--- config.mk ---
export PLATFORM = sky130hd
export DESIGN_NAME = dma_burst_ctrl_flat
export DESIGN_NICKNAME = d
export VERILOG_FILES = /design/src/rtl/dma_burst_ctrl_if.sv /design/src/rtl/dma_burst_ctrl.sv /design/src/flat_wrapper.sv
export SDC_FILE = /design/constraint.sdc
export NUM_CORES = 1
export LEC_CHECK = 0
export ABC_AREA = 1
export BUFFER_PORTS_ARGS = -buffer_cell sky130_fd_sc_hd__buf_2
export CORE_MARGIN = 5
export CORE_UTILIZATION = 46
export CTS_BUF_LIST = sky130_fd_sc_hd__clkbuf_8
export CTS_CLUSTER_SIZE = 40
export DETAILED_ROUTE_END_ITERATION = 8
export GPL_TIMING_DRIVEN = 0
export PLACE_DENSITY = 0.7
export SYNTH_ARGS = -nofsm -noshare
export SYNTH_HDL_FRONTEND = slang
export SYNTH_SLANG_ARGS = --single-unit
--- constraint.sdc ---
create_clock -name clk -period 1.83 [get_ports clk]
set_input_delay 0.366 -clock clk [delete_from_list [all_inputs] [get_ports clk]]
set_output_delay 0.366 -clock clk [all_outputs]
set_load 0.01 [all_outputs]
--- src/rtl/dma_burst_ctrl_if.sv ---
`default_nettype none
// ----------------------------------------------------------------------------
// Module   : dma_burst_ctrl_if
// Brief    : Command and burst-output bundle of the DMA burst controller.
// Revision : 1.0
// ----------------------------------------------------------------------------
interface dma_burst_ctrl_if #(
    parameter int ADDR_W = 16
);
    logic              start;
    logic [8:0]        length;
    logic [ADDR_W-1:0] base_addr;
    logic              abort;
    logic              go;
    logic              dma_req;
    logic              data_transfer;
    logic [ADDR_W-1:0] addr;
    logic [8:0]        word_cnt;
    logic              busy;
    logic              done;
    logic              err;

    // Command source: issues bursts and watches their progress.
    modport master (
        output start, length, base_addr, abort,
        input  go, dma_req, data_transfer, addr, word_cnt, busy, done, err
    );

    // Burst controller side.
    modport slave (
        input  start, length, base_addr, abort,
        output go, dma_req, data_transfer, addr, word_cnt, busy, done, err
    );
endinterface
`default_nettype wire

--- src/rtl/dma_burst_ctrl.sv ---
`default_nettype none
// ----------------------------------------------------------------------------
// Module   : dma_burst_ctrl
// Brief    : Turns a start/length command into a go / dma_req / data_transfer
//            burst with a running word address and count.
// Revision : 1.0
// ----------------------------------------------------------------------------
module dma_burst_ctrl #(
    parameter int ADDR_W    = 16,
    parameter int MAX_WORDS = 256
) (
    input  logic             clk,
    input  logic             reset_n,
    dma_burst_ctrl_if.slave  bus
);

    typedef enum logic [1:0] {
        S_IDLE = 2'd0,
        S_REQ  = 2'd1,
        S_XFER = 2'd2,
        S_DONE = 2'd3
    } state_t;

    localparam logic [9:0] c_max_words = 10'(MAX_WORDS);

    state_t            r_state;
    state_t            w_state_nxt;

    logic              r_go,       w_go_nxt;
    logic              r_dma_req,  w_dma_req_nxt;
    logic              r_xfer,     w_xfer_nxt;
    logic              r_done,     w_done_nxt;
    logic              r_err,      w_err_nxt;
    logic              r_busy,     w_busy_nxt;
    logic [ADDR_W-1:0] r_addr,     w_addr_nxt;
    logic [8:0]        r_word_cnt, w_word_cnt_nxt;
    logic [8:0]        r_len,      w_len_nxt;
    logic              r_abort_pend, w_abort_pend_nxt;

    logic              w_len_ok;
    logic [8:0]        w_cnt_inc;
    logic              w_last;

    assign w_len_ok  = (bus.length != 9'd0) && ({1'b0, bus.length} <= c_max_words);
    assign w_cnt_inc = r_word_cnt + 9'd1;
    // An abort seen during REQ is held so it only ends the burst after one word.
    assign w_last    = (w_cnt_inc == r_len) || bus.abort || r_abort_pend;

    always_ff @(posedge clk or negedge reset_n) begin
        if (!reset_n) begin
            r_state <= S_IDLE;
        end else begin
            r_state <= w_state_nxt;
        end
    end

    always_comb begin
        w_state_nxt      = r_state;
        w_go_nxt         = 1'b0;
        w_dma_req_nxt    = 1'b0;
        w_xfer_nxt       = 1'b0;
        w_done_nxt       = 1'b0;
        w_err_nxt        = 1'b0;
        w_busy_nxt       = 1'b1;
        w_addr_nxt       = r_addr;
        w_word_cnt_nxt   = r_word_cnt;
        w_len_nxt        = r_len;
        w_abort_pend_nxt = r_abort_pend;

        case (r_state)
            S_IDLE: begin
                w_busy_nxt = 1'b0;
                if (bus.start) begin
                    if (w_len_ok) begin
                        w_state_nxt      = S_REQ;
                        w_go_nxt         = 1'b1;
                        w_dma_req_nxt    = 1'b1;
                        w_busy_nxt       = 1'b1;
                        w_addr_nxt       = bus.base_addr;
                        w_word_cnt_nxt   = 9'd0;
                        w_len_nxt        = bus.length;
                        w_abort_pend_nxt = 1'b0;
                    end else begin
                        w_err_nxt = 1'b1;
                    end
                end
            end
            S_REQ: begin
                w_state_nxt      = S_XFER;
                w_go_nxt         = 1'b1;
                w_xfer_nxt       = 1'b1;
                w_abort_pend_nxt = bus.abort;
            end
            S_XFER: begin
                w_addr_nxt     = r_addr + ADDR_W'(1);
                w_word_cnt_nxt = w_cnt_inc;
                if (w_last) begin
                    w_state_nxt = S_DONE;
                    w_done_nxt  = 1'b1;
                end else begin
                    w_go_nxt   = 1'b1;
                    w_xfer_nxt = 1'b1;
                end
            end
            S_DONE: begin
                w_state_nxt = S_IDLE;
                w_busy_nxt  = 1'b0;
            end
            default: begin
                w_state_nxt = S_IDLE;
                w_busy_nxt  = 1'b0;
            end
        endcase
    end

    always_ff @(posedge clk or negedge reset_n) begin
        if (!reset_n) begin
            r_go         <= 1'b0;
            r_dma_req    <= 1'b0;
            r_xfer       <= 1'b0;
            r_done       <= 1'b0;
            r_err        <= 1'b0;
            r_busy       <= 1'b0;
            r_addr       <= '0;
            r_word_cnt   <= 9'd0;
            r_len        <= 9'd0;
            r_abort_pend <= 1'b0;
        end else begin
            r_go         <= w_go_nxt;
            r_dma_req    <= w_dma_req_nxt;
            r_xfer       <= w_xfer_nxt;
            r_done       <= w_done_nxt;
            r_err        <= w_err_nxt;
            r_busy       <= w_busy_nxt;
            r_addr       <= w_addr_nxt;
            r_word_cnt   <= w_word_cnt_nxt;
            r_len        <= w_len_nxt;
            r_abort_pend <= w_abort_pend_nxt;
        end
    end

    assign bus.go            = r_go;
    assign bus.dma_req       = r_dma_req;
    assign bus.data_transfer = r_xfer;
    assign bus.done          = r_done;
    assign bus.err           = r_err;
    assign bus.busy          = r_busy;
    assign bus.addr          = r_addr;
    assign bus.word_cnt      = r_word_cnt;

endmodule
`default_nettype wire
--- src/flat_wrapper.sv ---
// flat-port wrapper written by rule: the top's interface ports become plain ports
module dma_burst_ctrl_flat 
#(
    parameter int ADDR_W    = 16,
    parameter int MAX_WORDS = 256
)
  (clk, reset_n, bus_start, bus_length, bus_base_addr, bus_abort, bus_go, bus_dma_req, bus_data_transfer, bus_addr, bus_word_cnt, bus_busy, bus_done, bus_err);
  dma_burst_ctrl_if #(.ADDR_W(ADDR_W)) bus_i ();
  input  logic clk;
  input  logic reset_n;
  input wire logic [$bits(bus_i.start)-1:0] bus_start;
  input wire logic [$bits(bus_i.length)-1:0] bus_length;
  input wire logic [$bits(bus_i.base_addr)-1:0] bus_base_addr;
  input wire logic [$bits(bus_i.abort)-1:0] bus_abort;
  output wire logic [$bits(bus_i.go)-1:0] bus_go;
  output wire logic [$bits(bus_i.dma_req)-1:0] bus_dma_req;
  output wire logic [$bits(bus_i.data_transfer)-1:0] bus_data_transfer;
  output wire logic [$bits(bus_i.addr)-1:0] bus_addr;
  output wire logic [$bits(bus_i.word_cnt)-1:0] bus_word_cnt;
  output wire logic [$bits(bus_i.busy)-1:0] bus_busy;
  output wire logic [$bits(bus_i.done)-1:0] bus_done;
  output wire logic [$bits(bus_i.err)-1:0] bus_err;
  assign bus_i.start = bus_start;
  assign bus_i.length = bus_length;
  assign bus_i.base_addr = bus_base_addr;
  assign bus_i.abort = bus_abort;
  assign bus_go = bus_i.go;
  assign bus_dma_req = bus_i.dma_req;
  assign bus_data_transfer = bus_i.data_transfer;
  assign bus_addr = bus_i.addr;
  assign bus_word_cnt = bus_i.word_cnt;
  assign bus_busy = bus_i.busy;
  assign bus_done = bus_i.done;
  assign bus_err = bus_i.err;
  dma_burst_ctrl #(.ADDR_W(ADDR_W), .MAX_WORDS(MAX_WORDS)) u_core (.clk(clk), .reset_n(reset_n), .bus(bus_i));
endmodule
After elaboration in Yosys (flattened, before gate mapping)
Index checks and enable logic that the tools add are counted.
Storage, ports and cells
  input bits: 29
  output and inout port bits: 31
  flip-flop bits (word level): 43
Operators by class
  muxes and demuxes: 25
  add/subtract/negate cells: 2
  equality and inequality tests: 7
  reduce and logical (&&, ||, !) cells: 11
  order comparisons: 1
Operator list (count)
  $mux 16: 2
  $pmux 16 s2: 1
  $mux 9: 2
  $pmux 9 s2: 1
  $add 16x1->16 const B: 1
  $reduce_and 3->1: 4
  $mux 1: 11
  $add 9x1->9 const B: 1
  $eq 9x9->1: 1
  $le 9x9->1 const B: 1
  $reduce_bool 9->1: 1
  $pmux 2 s4: 1
  $mux 2: 3
  $pmux 1 s2: 3
  $eq 2x2->1 const B: 2
  $ne 2x1->1 const B: 2
  $reduce_bool 2->1: 2
  $pmux 1 s3: 1
  $eq 2x1->1 const B: 1
  $logic_not 2->1: 1
  $logic_or 1x1->1: 2
  $ne 2x2->1 const B: 1
  $logic_and 1x1->1: 1

Depth between registers and ports, before layout
  depth after elaboration: 6
  gate-level depth with buffers: 15

Least setup slack after synthesis
OpenSTA, ideal clock, no wires.
  path kind: reg-to-reg
  start point: register u_core.r_addr[1] (netlist: u_core.bus.addr[1])
  end point: register u_core.r_addr[14] (netlist: u_core.bus.addr[14])
  buffers on the path: 0
  cell stages (with the launch flop): 12
  slack: 0.163 ns
  period minus slack after synthesis: 1.667 ns
  required time: 1.708 ns
  data arrival time: 1.546 ns
  path through: dfrtp_1 ha_1 nand2_1 nor2_1 nand3_1 nor2_2 nand3_1 nor2_1 xor2_1 nand2_1 nand2_1 o21ai_1
On the way
  longest elaborated chain between the ends: 2
RTL lines
  from (decl): line dma_burst_ctrl.sv:35  | logic [ADDR_W-1:0] r_addr, w_addr_nxt;
  from (signal assigned): line dma_burst_ctrl.sv:135  | r_addr <= w_addr_nxt;
  $add 16x1->16: line dma_burst_ctrl.sv:95  | w_addr_nxt = r_addr + ADDR_W'(1);
  $pmux 16 s2: line dma_burst_ctrl.sv:70  | case (r_state)
Every way passes these cells.
A chain may end at the register's enable or synchronous reset.

Worst setup path in the final report
  start point: register u_core.r_word_cnt[1] (netlist: u_core.bus.word_cnt[1])
  end point: register u_core.r_go (netlist: u_core.bus.go)
On the way
  longest elaborated chain between the ends: 6
RTL lines
  from (decl): line dma_burst_ctrl.sv:36  | logic [8:0] r_word_cnt, w_word_cnt_nxt;
  from (signal assigned): line dma_burst_ctrl.sv:136  | r_word_cnt <= w_word_cnt_nxt;
  $add 9x1->9: line dma_burst_ctrl.sv:45  | assign w_cnt_inc = r_word_cnt + 9'd1;
  $eq 9x9->1: line dma_burst_ctrl.sv:47  | assign w_last = (w_cnt_inc == r_len) || bus.abort || r_abort_pend;
  $logic_or 1x1->1 (2 in a row): line dma_burst_ctrl.sv:47
  $mux 1: line dma_burst_ctrl.sv:97  | if (w_last) begin
  $pmux 1 s3: line dma_burst_ctrl.sv:70
  via u_core.w_go_nxt: line dma_burst_ctrl.sv:29  | logic r_go, w_go_nxt;
  to (signal assigned): line dma_burst_ctrl.sv:129  | r_go <= w_go_nxt;
  to (decl): line dma_burst_ctrl.sv:29
The timed path passes the listed nets, and every way through them passes these cells.

==> flow_summary.json <==
{
  "timing.rr.start": "u_core.bus.word_cnt[1]",
  "core_sq_um": 5200,
  "boundaryPins": 60,
  "avgSynthCellArea_sq_um": 7.51,
  "insertion_delay_ps": 300,
  "finalSetupViolations": 0,
  "h-tree-depth": 2,
  "ys_seq_area_share_pct": 43.0,
  "drt-pass1-iter-count": 4,
  "wire_per_inst_um": 13.5,
  "path_cells": "ha_4 -> inv_2 -> nand2_1 -> nand2_1 -> nor2_1 -> nand2_1 -> nor2_1 -> nand3_1 -> nor2_1 -> nand2_1 -> nand3_4 -> nand3_1 -> nand2_1 -> inv_1",
  "worst_pin_slew_ps": 986,
  "ys_ff_latch": 43,
  "intPower_w": 0.00265,
  "insertedDiodeCount": 0,
  "power.density_nw_per_um2": 1540,
  "numClockSinks": 43,
  "p_comb_share_pct": 52.1,
  "numCtsBuffers": 5,
  "start_util_pct": 48.0,
  "setup_ws_ps": 42.2,
  "place_hpwl_um": 4590,
  "dp_slack_ps": -151,
  "synth_cell_types": 28,
  "cts_tree": "built",
  "fmax_mhz": 559,
  "p_clk_share_pct": 12.4,
  "critPathMaxStageDelay_ps": 450,
  "start_kind": "flop",
  "routed_via_density": 5.08,
  "fin_crit_sh_pct": 97.7,
  "slew-limit-headroom_pct": 34.2,
  "critPathKind": "reg2reg",
  "die_h_um": 83.7,
  "drive_above_1_share_pct": 29.7,
  "grtUsageTotal_pct": 18.6,
  "grt_max_degree": 44,
  "switchingPower_w": 0.00226,
  "num_vias": 2443,
  "drc": 0,
  "drtIter0Drc": 126,
  "ir_drop_mv": 0.766,
  "portBuffers": 59,
  "pwr-share-seq_pct": 35.6,
  "syn_nets": 369,
  "fp-row-count": 26,
  "status": "completed",
  "final_util_pct": 61.3,
  "required_ps": 2030,
  "worstReg2RegEnd": "u_core.bus.go",
  "drt_wl_total_um": 6500,
  "min_path_type": "in2async",
  "rsz0062_at_grt": "yes",
  "finalNetCount": 446,
  "holdBufCountCts": 0,
  "die_area_sq_um": 7010,
  "antenna_found_initial": 0,
  "drv_slew": 0,
  "swShare_pct": 46.1,
  "clkTransAtPathRegs_ps": 90,
  "path_max_fanout": 5,
  "syn-cell-area_sq_um": 2500,
  "design_area_sq_um": 3190,
  "r2r_cells": 14,
  "synthCells": 333,
  "end_kind": "flop",
  "grt_pass1_wl_um": 10700,
  "skew_ps": 5.64,
  "grt-ovfl-total": 0,
  "root_buffer": "clkbuf_8",
  "syn_to_final_growth_pct": 27.5,
  "leakage_nw": 1.59,
  "grt_pass1_vias": 2338,
  "worstPathArrival_ps": 1990,
  "clock_path_buffers": 2,
  "gp_congestion": 0.813,
  "hold_viol": 0,
  "max_cap_violations": 0,
  "cp_common_cell": "nand2_1",
  "route.antenna.remaining_nets": 0,
  "crit_slowest_cell": "dfrtp_2",
  "timing.final.crit_period_ps": 1790,
  "die_x_um": 83.7,
  "post_dp_cell_area_sq_um": 2880,
  "r2r_setup_slack_ps": 40,
  "yosys_warnings": 0
}
how the worst max path moves through the flow:
stage / slack (ps) / startpoint / to
floorplan: 160 / u_core.bus.addr[1] / u_core.bus.addr[14]
detailed placement: -150 / u_core.r_state[0] / u_core.bus.addr[7]
global placement: -110 / u_core.r_state[0] / u_core.bus.addr[7]
global route: -80 / u_core.bus.word_cnt[0] / u_core.r_state[0]
CTS: 2 / u_core.bus.word_cnt[1] / u_core.bus.go
finish: 40 / u_core.bus.word_cnt[1] / u_core.bus.go
metrics by stage:
step	setup TNS, ps	hold slack (ps)	cells	total power [W]
after detailed placement	-830	489	462	0.00396
after CTS	0	261	472	0.00464
after floorplan	0	70.4	333	0.00321
after global routing	-507	301	481	0.00538
final	0	222	481	0.00491
after global placement	-514	474	462	0.00390
state kept, by name (all words and copies together) (netlist names):
register	cells
u_core.bus.addr	16
u_core.bus.data_transfer	1
u_core.bus.done	1
u_core.bus.busy	1
u_core.r_state	2
u_core.r_len	9
u_core.bus.word_cnt	9
u_core.r_abort_pend	1
u_core.bus.dma_req	1
u_core.bus.go	1
u_core.bus.err	1
power groups by stage:
stage | clock, W | sequential (W) | combinational (W)
floorplan | 0 | 0.00177 | 0.00144
global placement | 0 | 0.00171 | 0.00219
detailed placement | 0 | 0.00172 | 0.00224
CTS | 0.000625 | 0.00170 | 0.00231
global route | 0.000669 | 0.00181 | 0.00290
finish | 0.000608 | 0.00175 | 0.00256
layout make-up:
type	instances	area, sq um
Sequential cell	43	1080
Multi-Input combinational cell	236	1330
Timing Repair Buffer	70	385
Tap cell	70	87.6
Buffer	9	52.6
Fill cell	504	2020
Clock buffer	5	68.8
Clock inverter	3	15.0
Inverter	45	169
worst max-delay path, delay by kind of cell (launching register included):
kind          cells  cell delay, ps
fa+ha+maj         1             280
buf+inv           2              60
simple gates     11             890
flops             1             450
cell families (layout without fill, tap and decap cells):
kind of cell	count (synthesis)	in the layout	share of synthesized area, %
and+or+nand+nor	164	164	28.8
AOI/OAI and AO/OA	57	57	13.0
buffers and inverters	54	132	8.61
DFF	43	43	43.0
xor gates and xnor gates	8	8	3.10
adders and majority gates	7	7	3.50
metal layers:
| layer | up-vias | part of all wire, % | global-route usage [%] |
|---|---|---|---|
| met5 | - | 0 | 0 |
| met4 | 0 | 1.2 | 4.82 |
| met3 | 7 | 4.3 | 4.34 |
| met2 | 50 | 49 | 31.2 |
| met1 | 1160 | 45 | 24.0 |
| li1 | 1226 | - | - |
what timing repair did:
item,CTS,global route
endpoints found under the hold margin,0,0
pin swaps,0,8
gates cloned,0,0
resized for setup,5,36
endpoints found under the setup margin,11,25
buffers inserted,2,9
placed cells by master, fill, tap and decap left out, types with 4 or more instances in the layout:
| master | instances |
|---|---|
| nand3_1 | 19 |
| nand2_1 | 89 |
| inv_1 | 44 |
| o21ai_0 | 29 |
| xor2_1 | 6 |
| clkbuf_8 | 5 |
| nor2_1 | 20 |
| a21oi_1 | 7 |
| o21ai_1 | 4 |
| o22ai_1 | 7 |
| o211ai_1 | 4 |
| nor2_2 | 4 |
| buf_2 | 59 |
| dfrtp_2 | 4 |
| dfrtp_1 | 39 |
| nand4_1 | 5 |
| ha_1 | 5 |
| nand3b_1 | 4 |
| buf_4 | 10 |
| nand2_2 | 5 |
| nor2_4 | 6 |
synthesized netlist by cell type:
cell | count | area share, %
o22ai_1 | 7 | 1.8
nand3_2 | 3 | 1.2
xor2_1 | 6 | 2.1
xor2_2 | 1 | 0.65
a22oi_2 | 2 | 1.0
nor2_2 | 5 | 1.3
a31oi_1 | 2 | 0.50
clkbuf_1 | 6 | 0.90
o211ai_1 | 4 | 1.2
o21ai_0 | 30 | 6.0
nand3b_1 | 4 | 1.2
or2_2 | 3 | 0.75
buf_6 | 1 | 0.45
nand2_1 | 94 | 14
nand3_1 | 22 | 4.4
ha_1 | 7 | 3.5
nand4_1 | 5 | 1.3
dfrtp_1 | 43 | 43
nor3_1 | 2 | 0.40
xnor2_1 | 1 | 0.35
nor2_1 | 25 | 3.8
a21boi_1 | 1 | 0.30
o21ai_1 | 4 | 0.80
inv_1 | 45 | 6.8
a21oi_1 | 7 | 1.4
buf_4 | 1 | 0.30
buf_2 | 1 | 0.20
nand2_4 | 1 | 0.45
(Power assumes the default switching activity.)
